**config.mk**
```make
export PLATFORM = sky130hd
export DESIGN_NAME = si5340_cfg_sequencer_flat
export DESIGN_NICKNAME = d
export VERILOG_FILES = /design/src/rtl/si5340_cfg_sequencer_pkg.sv /design/src/rtl/si5340_cfg_sequencer_if.sv /design/src/rtl/si5340_cfg_sequencer_delay_timer.sv /design/src/rtl/si5340_cfg_sequencer.sv /design/src/flat_wrapper.sv
export SDC_FILE = /design/constraint.sdc
export NUM_CORES = 1
export LEC_CHECK = 0
export ABC_CLOCK_PERIOD_IN_PS = 5490
export BUFFER_PORTS_ARGS = -buffer_cell sky130_fd_sc_hd__buf_2
export CORE_MARGIN = 10
export CORE_UTILIZATION = 30
export CTS_CLUSTER_SIZE = 40
export DETAILED_ROUTE_END_ITERATION = 10
export REMOVE_ABC_BUFFERS = 1
export SETUP_SLACK_MARGIN = 0.1
export SLEW_MARGIN = 0
export SYNTH_ARGS = -nofsm -noshare
export SYNTH_HDL_FRONTEND = slang
export SYNTH_SLANG_ARGS = --single-unit
```
**constraint.sdc**
```tcl
create_clock -name clk_i -period 5.49 [get_ports clk_i]
set_input_delay 1.3725 -clock clk_i [delete_from_list [all_inputs] [get_ports clk_i]]
set_output_delay 1.3725 -clock clk_i [all_outputs]
set_load 0.01 [all_outputs]
```
**src/rtl/si5340_cfg_sequencer_pkg.sv**
```systemverilog
// Shared encodings and helpers for the Si5340 configuration sequencer.
package si5340_cfg_sequencer_pkg;

    typedef logic [3:0] state_t;

    localparam state_t StIdle  = 4'd0;
    localparam state_t StFetch = 4'd1;
    localparam state_t StLatch = 4'd2;
    localparam state_t StPage  = 4'd3;
    localparam state_t StReg   = 4'd4;
    localparam state_t StIssue = 4'd5;
    localparam state_t StWait  = 4'd6;
    localparam state_t StNext  = 4'd7;
    localparam state_t StPause = 4'd8;
    localparam state_t StDone  = 4'd9;
    localparam state_t StErr   = 4'd10;

    // Position of the byte currently being sent within a 3-byte write transaction.
    typedef enum logic [1:0] {ByteAddr, ByteReg, ByteData} byte_sel_e;

    localparam logic [7:0] PAGE_REG = 8'h01;

    function automatic logic [7:0] write_addr(input logic [6:0] slave);
        return {slave, 1'b0};
    endfunction

    function automatic int unsigned pause_cycles(input int unsigned clk_freq,
                                                 input int unsigned pause_ms);
        return (clk_freq / 1000) * pause_ms;
    endfunction

endpackage

```
**src/rtl/si5340_cfg_sequencer_if.sv**
```systemverilog
// Byte-level command/response port between the sequencer and an I2C master.
interface si5340_cfg_sequencer_if #(
    parameter int unsigned DATA_WIDTH = 8
) ();
    logic                  cmd_valid;
    logic                  cmd_ready;
    logic                  cmd_start;
    logic                  cmd_stop;
    logic [DATA_WIDTH-1:0] cmd_data;
    logic                  rsp_valid;
    logic                  rsp_nack;

    modport master (
        output cmd_valid, cmd_start, cmd_stop, cmd_data,
        input  cmd_ready, rsp_valid, rsp_nack
    );

    modport slave (
        input  cmd_valid, cmd_start, cmd_stop, cmd_data,
        output cmd_ready, rsp_valid, rsp_nack
    );
endinterface

```
**src/rtl/si5340_cfg_sequencer_delay_timer.sv**
```systemverilog
// One-shot cycle timer: start_i arms it, expire_o pulses in the CYCLES-th armed cycle.
module si5340_cfg_sequencer_delay_timer #(
    parameter int unsigned CYCLES = 10
) (
    input  logic clk_i,
    input  logic arst_i,
    input  logic start_i,
    output logic expire_o
);
    localparam int unsigned CntW = $clog2(CYCLES + 1) + 1;
    // CYCLES == 0 still expires in the first armed cycle.
    localparam logic [CntW-1:0] CntLast = CntW'((CYCLES == 0) ? 0 : CYCLES - 1);

    logic [CntW-1:0] cnt_q, cnt_d;
    logic            run_q, run_d;

    assign expire_o = run_q & (cnt_q == CntLast);

    always_comb begin
        cnt_d = cnt_q;
        run_d = run_q;
        if (start_i) begin
            cnt_d = '0;
            run_d = 1'b1;
        end else if (run_q) begin
            if (expire_o) begin
                run_d = 1'b0;
            end else begin
                cnt_d = cnt_q + 1'b1;
            end
        end
    end

    always_ff @(posedge clk_i or posedge arst_i) begin
        if (arst_i) begin
            cnt_q <= '0;
            run_q <= 1'b0;
        end else begin
            cnt_q <= cnt_d;
            run_q <= run_d;
        end
    end
endmodule

```
**src/rtl/si5340_cfg_sequencer.sv**
```systemverilog
// Walks the {page,reg,data} config ROM and issues Si5340 I2C writes, inserting page
// writes on page change, pausing after the preamble and retrying NACKed transactions.
module si5340_cfg_sequencer
    import si5340_cfg_sequencer_pkg::*;
#(
    parameter int unsigned MEM_WIDTH      = 24,
    parameter int unsigned WORD_NUMBER    = 326,
    parameter int unsigned DATA_WIDTH     = 8,
    parameter int unsigned CLK_FREQ       = 125_000_000,
    parameter logic [6:0]  SLAVE_ADDR     = 7'h74,
    parameter int unsigned PREAMBLE_WORDS = 3,
    parameter int unsigned PAUSE_MS       = 300,
    parameter int unsigned MAX_RETRY      = 3
) (
    input  logic                           clk_i,
    input  logic                           arst_i,
    input  logic                           start_i,
    output logic [$clog2(WORD_NUMBER)-1:0] rom_addr_o,
    input  logic [MEM_WIDTH-1:0]           rom_data_i,
    si5340_cfg_sequencer_if.master         i2c_io,
    output logic                           busy_o,
    output logic                           done_o,
    output logic                           error_o
);
    localparam int unsigned AddrW       = $clog2(WORD_NUMBER);
    localparam int unsigned RetryW      = $clog2(MAX_RETRY + 1) + 1;
    localparam int unsigned PauseCycles = pause_cycles(CLK_FREQ, PAUSE_MS);
    localparam logic [AddrW-1:0]  LastIdx     = AddrW'(WORD_NUMBER - 1);
    localparam logic [AddrW-1:0]  PreambleIdx = AddrW'(PREAMBLE_WORDS - 1);
    localparam logic [RetryW-1:0] RetryMax    = RetryW'(MAX_RETRY);

    state_t               state_q, state_d;
    logic [AddrW-1:0]     idx_q, idx_d;
    logic [MEM_WIDTH-1:0] word_q, word_d;
    logic [7:0]           page_q, page_d;
    logic                 page_valid_q, page_valid_d;
    logic                 is_page_q, is_page_d;
    byte_sel_e            byte_q, byte_d;
    logic [RetryW-1:0]    retry_q, retry_d;
    logic                 busy_q, busy_d, done_q, done_d, error_q, error_d;
    logic                 timer_start, timer_expire;
    logic [7:0]           tx_byte;

    si5340_cfg_sequencer_delay_timer #(
        .CYCLES(PauseCycles)
    ) u_pause_timer (
        .clk_i   (clk_i),
        .arst_i  (arst_i),
        .start_i (timer_start),
        .expire_o(timer_expire)
    );

    always_comb begin
        state_d      = state_q;
        idx_d        = idx_q;
        word_d       = word_q;
        page_d       = page_q;
        page_valid_d = page_valid_q;
        is_page_d    = is_page_q;
        byte_d       = byte_q;
        retry_d      = retry_q;
        busy_d       = busy_q;
        done_d       = done_q;
        error_d      = error_q;
        timer_start  = 1'b0;
        case (state_q)
            StIdle, StDone, StErr: begin
                if (start_i) begin
                    done_d       = 1'b0;
                    error_d      = 1'b0;
                    page_valid_d = 1'b0;
                    idx_d        = '0;
                    retry_d      = '0;
                    busy_d       = 1'b1;
                    state_d      = StFetch;
                end
            end
            StFetch: state_d = StLatch;
            StLatch: begin
                word_d  = rom_data_i;
                state_d = (!page_valid_q || rom_data_i[MEM_WIDTH-1 -: 8] != page_q) ? StPage
                                                                                   : StReg;
            end
            StPage, StReg: begin
                is_page_d = (state_q == StPage);
                byte_d    = ByteAddr;
                state_d   = StIssue;
            end
            StIssue: if (i2c_io.cmd_ready) state_d = StWait;
            StWait: begin
                if (i2c_io.rsp_valid) begin
                    if (i2c_io.rsp_nack) begin
                        if (retry_q == RetryMax) begin
                            error_d = 1'b1;
                            busy_d  = 1'b0;
                            state_d = StErr;
                        end else begin
                            retry_d = retry_q + 1'b1;
                            byte_d  = ByteAddr;
                            state_d = StIssue;
                        end
                    end else if (byte_q != ByteData) begin
                        byte_d  = (byte_q == ByteAddr) ? ByteReg : ByteData;
                        state_d = StIssue;
                    end else begin
                        retry_d = '0;
                        if (is_page_q) begin
                            page_d       = word_q[MEM_WIDTH-1 -: 8];
                            page_valid_d = 1'b1;
                            state_d      = StReg;
                        end else begin
                            state_d = StNext;
                        end
                    end
                end
            end
            StNext: begin
                // Last word wins over the preamble check so the index never wraps.
                if (idx_q == LastIdx) begin
                    done_d  = 1'b1;
                    busy_d  = 1'b0;
                    state_d = StDone;
                end else if (idx_q == PreambleIdx) begin
                    timer_start = 1'b1;
                    state_d     = StPause;
                end else begin
                    idx_d   = idx_q + 1'b1;
                    state_d = StFetch;
                end
            end
            StPause: begin
                if (timer_expire) begin
                    idx_d   = idx_q + 1'b1;
                    state_d = StFetch;
                end
            end
            default: state_d = StIdle;
        endcase
    end

    always_comb begin
        tx_byte = write_addr(SLAVE_ADDR);
        unique case (byte_q)
            ByteAddr: tx_byte = write_addr(SLAVE_ADDR);
            ByteReg:  tx_byte = is_page_q ? PAGE_REG : word_q[15:8];
            ByteData: tx_byte = is_page_q ? word_q[MEM_WIDTH-1 -: 8] : word_q[7:0];
            default:  tx_byte = write_addr(SLAVE_ADDR);
        endcase
    end

    assign rom_addr_o       = idx_q;
    assign i2c_io.cmd_valid = (state_q == StIssue);
    assign i2c_io.cmd_start = i2c_io.cmd_valid & (byte_q == ByteAddr);
    assign i2c_io.cmd_stop  = i2c_io.cmd_valid & (byte_q == ByteData);
    assign i2c_io.cmd_data  = i2c_io.cmd_valid ? DATA_WIDTH'(tx_byte) : '0;
    assign busy_o           = busy_q;
    assign done_o           = done_q;
    assign error_o          = error_q;

    always_ff @(posedge clk_i or posedge arst_i) begin
        if (arst_i) begin
            state_q      <= StIdle;
            idx_q        <= '0;
            word_q       <= '0;
            page_q       <= '0;
            page_valid_q <= 1'b0;
            is_page_q    <= 1'b0;
            byte_q       <= ByteAddr;
            retry_q      <= '0;
            busy_q       <= 1'b0;
            done_q       <= 1'b0;
            error_q      <= 1'b0;
        end else begin
            state_q      <= state_d;
            idx_q        <= idx_d;
            word_q       <= word_d;
            page_q       <= page_d;
            page_valid_q <= page_valid_d;
            is_page_q    <= is_page_d;
            byte_q       <= byte_d;
            retry_q      <= retry_d;
            busy_q       <= busy_d;
            done_q       <= done_d;
            error_q      <= error_d;
        end
    end
endmodule
```
**src/flat_wrapper.sv**
```systemverilog
// flat-port wrapper written by rule: the top's interface ports become plain ports
module si5340_cfg_sequencer_flat import si5340_cfg_sequencer_pkg::*;
#(
    parameter int unsigned MEM_WIDTH      = 24,
    parameter int unsigned WORD_NUMBER    = 326,
    parameter int unsigned DATA_WIDTH     = 8,
    parameter int unsigned CLK_FREQ       = 125_000_000,
    parameter logic [6:0]  SLAVE_ADDR     = 7'h74,
    parameter int unsigned PREAMBLE_WORDS = 3,
    parameter int unsigned PAUSE_MS       = 300,
    parameter int unsigned MAX_RETRY      = 3
)
  (clk_i, arst_i, start_i, rom_addr_o, rom_data_i, busy_o, done_o, error_o, i2c_io_cmd_valid, i2c_io_cmd_start, i2c_io_cmd_stop, i2c_io_cmd_data, i2c_io_cmd_ready, i2c_io_rsp_valid, i2c_io_rsp_nack);
  si5340_cfg_sequencer_if #(.DATA_WIDTH(DATA_WIDTH)) i2c_io_i ();
  input  logic clk_i;
  input  logic arst_i;
  input  logic start_i;
  output logic [$clog2(WORD_NUMBER)-1:0] rom_addr_o;
  input  logic [MEM_WIDTH-1:0] rom_data_i;
  output logic busy_o;
  output logic done_o;
  output logic error_o;
  output wire logic [$bits(i2c_io_i.cmd_valid)-1:0] i2c_io_cmd_valid;
  output wire logic [$bits(i2c_io_i.cmd_start)-1:0] i2c_io_cmd_start;
  output wire logic [$bits(i2c_io_i.cmd_stop)-1:0] i2c_io_cmd_stop;
  output wire logic [$bits(i2c_io_i.cmd_data)-1:0] i2c_io_cmd_data;
  input wire logic [$bits(i2c_io_i.cmd_ready)-1:0] i2c_io_cmd_ready;
  input wire logic [$bits(i2c_io_i.rsp_valid)-1:0] i2c_io_rsp_valid;
  input wire logic [$bits(i2c_io_i.rsp_nack)-1:0] i2c_io_rsp_nack;
  assign i2c_io_cmd_valid = i2c_io_i.cmd_valid;
  assign i2c_io_cmd_start = i2c_io_i.cmd_start;
  assign i2c_io_cmd_stop = i2c_io_i.cmd_stop;
  assign i2c_io_cmd_data = i2c_io_i.cmd_data;
  assign i2c_io_i.cmd_ready = i2c_io_cmd_ready;
  assign i2c_io_i.rsp_valid = i2c_io_rsp_valid;
  assign i2c_io_i.rsp_nack = i2c_io_rsp_nack;
  si5340_cfg_sequencer #(.MEM_WIDTH(MEM_WIDTH), .WORD_NUMBER(WORD_NUMBER), .DATA_WIDTH(DATA_WIDTH), .CLK_FREQ(CLK_FREQ), .SLAVE_ADDR(SLAVE_ADDR), .PREAMBLE_WORDS(PREAMBLE_WORDS), .PAUSE_MS(PAUSE_MS), .MAX_RETRY(MAX_RETRY)) u_core (.clk_i(clk_i), .arst_i(arst_i), .start_i(start_i), .rom_addr_o(rom_addr_o), .rom_data_i(rom_data_i), .i2c_io(i2c_io_i), .busy_o(busy_o), .done_o(done_o), .error_o(error_o));
endmodule
```
==> run metrics <==
worst skew pair latency 0.35 ns; post-CTS setup buffer count 0; crit-path most repeated cell a21oi_1; internal power 1.37 mW; die area 20700 µm²; setup violators final 0; P_leak 2.35 nW; Period Utilization, post-route 0.636; WP buf/inv 2; worst min-delay path class flip-flop to flip-flop; Sequential Power Share 0.425; chip height 144 µm; area of the core 15100 µm²; fin crit period 3.49 ns; WP data arrival 2.12 ns; clk_skew 0.00916 ns; post-DP HPWL 8.21 mm; CP top delay family adder cells; synth-to-layout area growth 16.1%; storage element area 2080 µm²; Yosys top cell area share 0.452; CP cell instances inv_1 -> ha_1 -> and2_0 -> a21oi_1 -> a21oi_1 -> buf_2; total CTS buffers 9; dominant synthesized flop cell dfrtp_1; post-synthesis cell area 4600 µm²; Ant. Diodes 0; final core utilization 0.354; Sw Pwr 0.702 mW; drt wl/cell 16.4 µm; Critical Path Fanout Max 13; synth warn 0; final net count 544; Hold EP u_core.error_o$_DFFE_PP0P_; maxcap violations 0; power density cells 387 nW/µm²; Critical R2R Capture u_core.rom_addr_o[8]$_DFFE_PP0P_; Hold Crit Start u_core.error_o$_DFFE_PP0P_; PortBufs 52; DRT antenna net count 0; power after layout 2.07 mW; Reg-to-Reg Start u_core.u_pause_timer.cnt_q[22]$_DFFE_PP0P_; Cells after Synth 461; crit path capture type output port; vias per cell 5.37; Via Count 3745; Hold Vio Cnt, Final 0; Startpoint Class flip-flop; CTS tree yes; FMAX 286 MHz; worst slew pin tran 1.12 ns; Clk pwr share 0.314; TNS Setup 0 ns; CP required 4.12 ns; critical path type flip-flop to output port; post-synth top area cell dfrtp_1; clock sink count 83; critical path depth 6; Critical Path Max Stage Delay 0.44 ns; Comb pwr share 0.262; top-count cell post-synth dfrtp_1; number of DRC markers in iteration 0 208; largest net degree at the start of global routing 46; worst setup margin 2.00 ns; fraction of layout cells with a size suffix above 1 0.229; hold depth 2; EDFF count, synth 0; H-tree Lvls 3; area occupied by multi-input gates 2380 µm²; slowest CP cell ha_1; synth unique cells 57; # DRC 0; Avg Cell Area, Syn 9.97 µm²; # rows 45; cts hold-fix bufs 0; I/O pin total 53; GRT Resource Usage Total 0.116; TritonRoute pass-1 iters 5; # fillers 1558; status finished clean; Worst Setup SP u_core.byte_q[0]$_DFFE_PP0P_; Routed WL 11.5 mm; initial antenna violation count 0; total gr overflow 0; first-pass GRT wire length 19.5 mm; sw frac 0.339; Post-Place Setup Slack 2.40 ns; async set-reset flop share out of synthesis 1.00; count of final max-slew check failures 0; Placement Cell Area 5030 µm²; register area share after synthesis 0.452; cts repair resizes 0; Synth Register Bits 83; vias in the first global route 3758; GP Congestion 0.837; Root Buffer clkbuf_16; unrepaired setup endpoints after global routing no; Post-synth top cells dfrtp_1, mux2_2, nor2_1; Post-Layout Inst Area 5340 µm²; Die X 144 µm; Starting Density 0.305; synth top area cells dfrtp_1, mux2_2, a21oi_1; worst slew margin relative to its limit 0.250; CTS Buffer Depth 2; maximum VDD drop 216 µV; worst reg2reg path depth 5; Worst-path clk slew 0.07 ns; R2R Setup Slk 2.86 ns
flip-flops by register name, summed over array words and instances (netlist names), 2 cells and up:
name and flops:
u_core.u_pause_timer.cnt_q 27, u_core.word_q 24, u_core.rom_addr_o 9, u_core.page_q 8, u_core.state_q 4, u_core.retry_q 3, u_core.byte_q 2
placed cells by master (no fill, tap or decap), types with 8 or more instances in the layout:
cell type	n
nor2_1	36
o31ai_1	11
nand2_1	28
xnor2_1	13
inv_1	12
o21ai_1	10
or3_1	14
xor2_1	8
mux2_2	36
nor4_1	9
buf_2	52
a21oi_1	28
dfrtp_1	83
nand3_1	20
clkbuf_16	9
nand4_1	11
o21ai_0	9
ha_1	9
tightest hold or removal path: stages (launching register included):
cell     delay, ns
dfrtp_1       0.36
nand2_1       0.05
o21ai_0       0.06
kinds of logic after synthesis:
family / share of synthesized area
compound gates: 0.137
xor+xnor: 0.0400
fa+ha+maj: 0.0267
buf+inv: 0.0305
flops: 0.452
mux: 0.109
simple gates: 0.205
power groups by stage:
stage	Combinational (mW)	Sequential, mW	Clock, mW
floorplan	0.416	0.840	0
global placement	0.527	0.878	0
detailed placement	0.541	0.886	0
CTS	0.546	0.875	0.665
global route	0.602	0.896	0.689
finish	0.541	0.878	0.649
how the worst max path moves through the flow:
| stage | slack [ns] | end |
|---|---|---|
| after floorplan | 1.98 | u_core.busy_o$_DFFE_PP0P_ |
| after global placement | 2.46 | u_core.rom_addr_o[7]$_DFFE_PP0P_ |
| after detailed placement | 2.40 | u_core.rom_addr_o[8]$_DFFE_PP0P_ |
| after CTS | 2.01 | i2c_io_cmd_data[3] |
| after global routing | 1.81 | i2c_io_cmd_data[3] |
| final | 2.00 | i2c_io_cmd_data[3] |
per-stage QoR:
stage	std cells	hold WS (ns)
2_1_floorplan	439	0.475
3_3_place_gp	682	0.489
3_5_place_dp	682	0.495
4_1_cts	698	0.513
5_1_grt	698	0.531
6_report	698	0.505
per-layer routing:
layer | vias to the layer above | share of wire | track usage
met1 | 1876 | 0.45 | 0.144
met2 | 75 | 0.49 | 0.188
met5 | - | 0 | 0
li1 | 1777 | - | -
met3 | 17 | 0.043 | 0.0284
met4 | 0 | 0.018 | 0.0473
layout make-up:
type | count | area share
Multi-Input combinational cell | 343 | 0.446
Sequential cell | 83 | 0.389
Timing Repair Buffer | 55 | 0.0530
Tap cell | 188 | 0.0441
Clock buffer | 9 | 0.0422
Clock inverter | 7 | 0.0164
Inverter | 13 | 0.00937
Note: power is estimated with default switching activity, not from simulation.
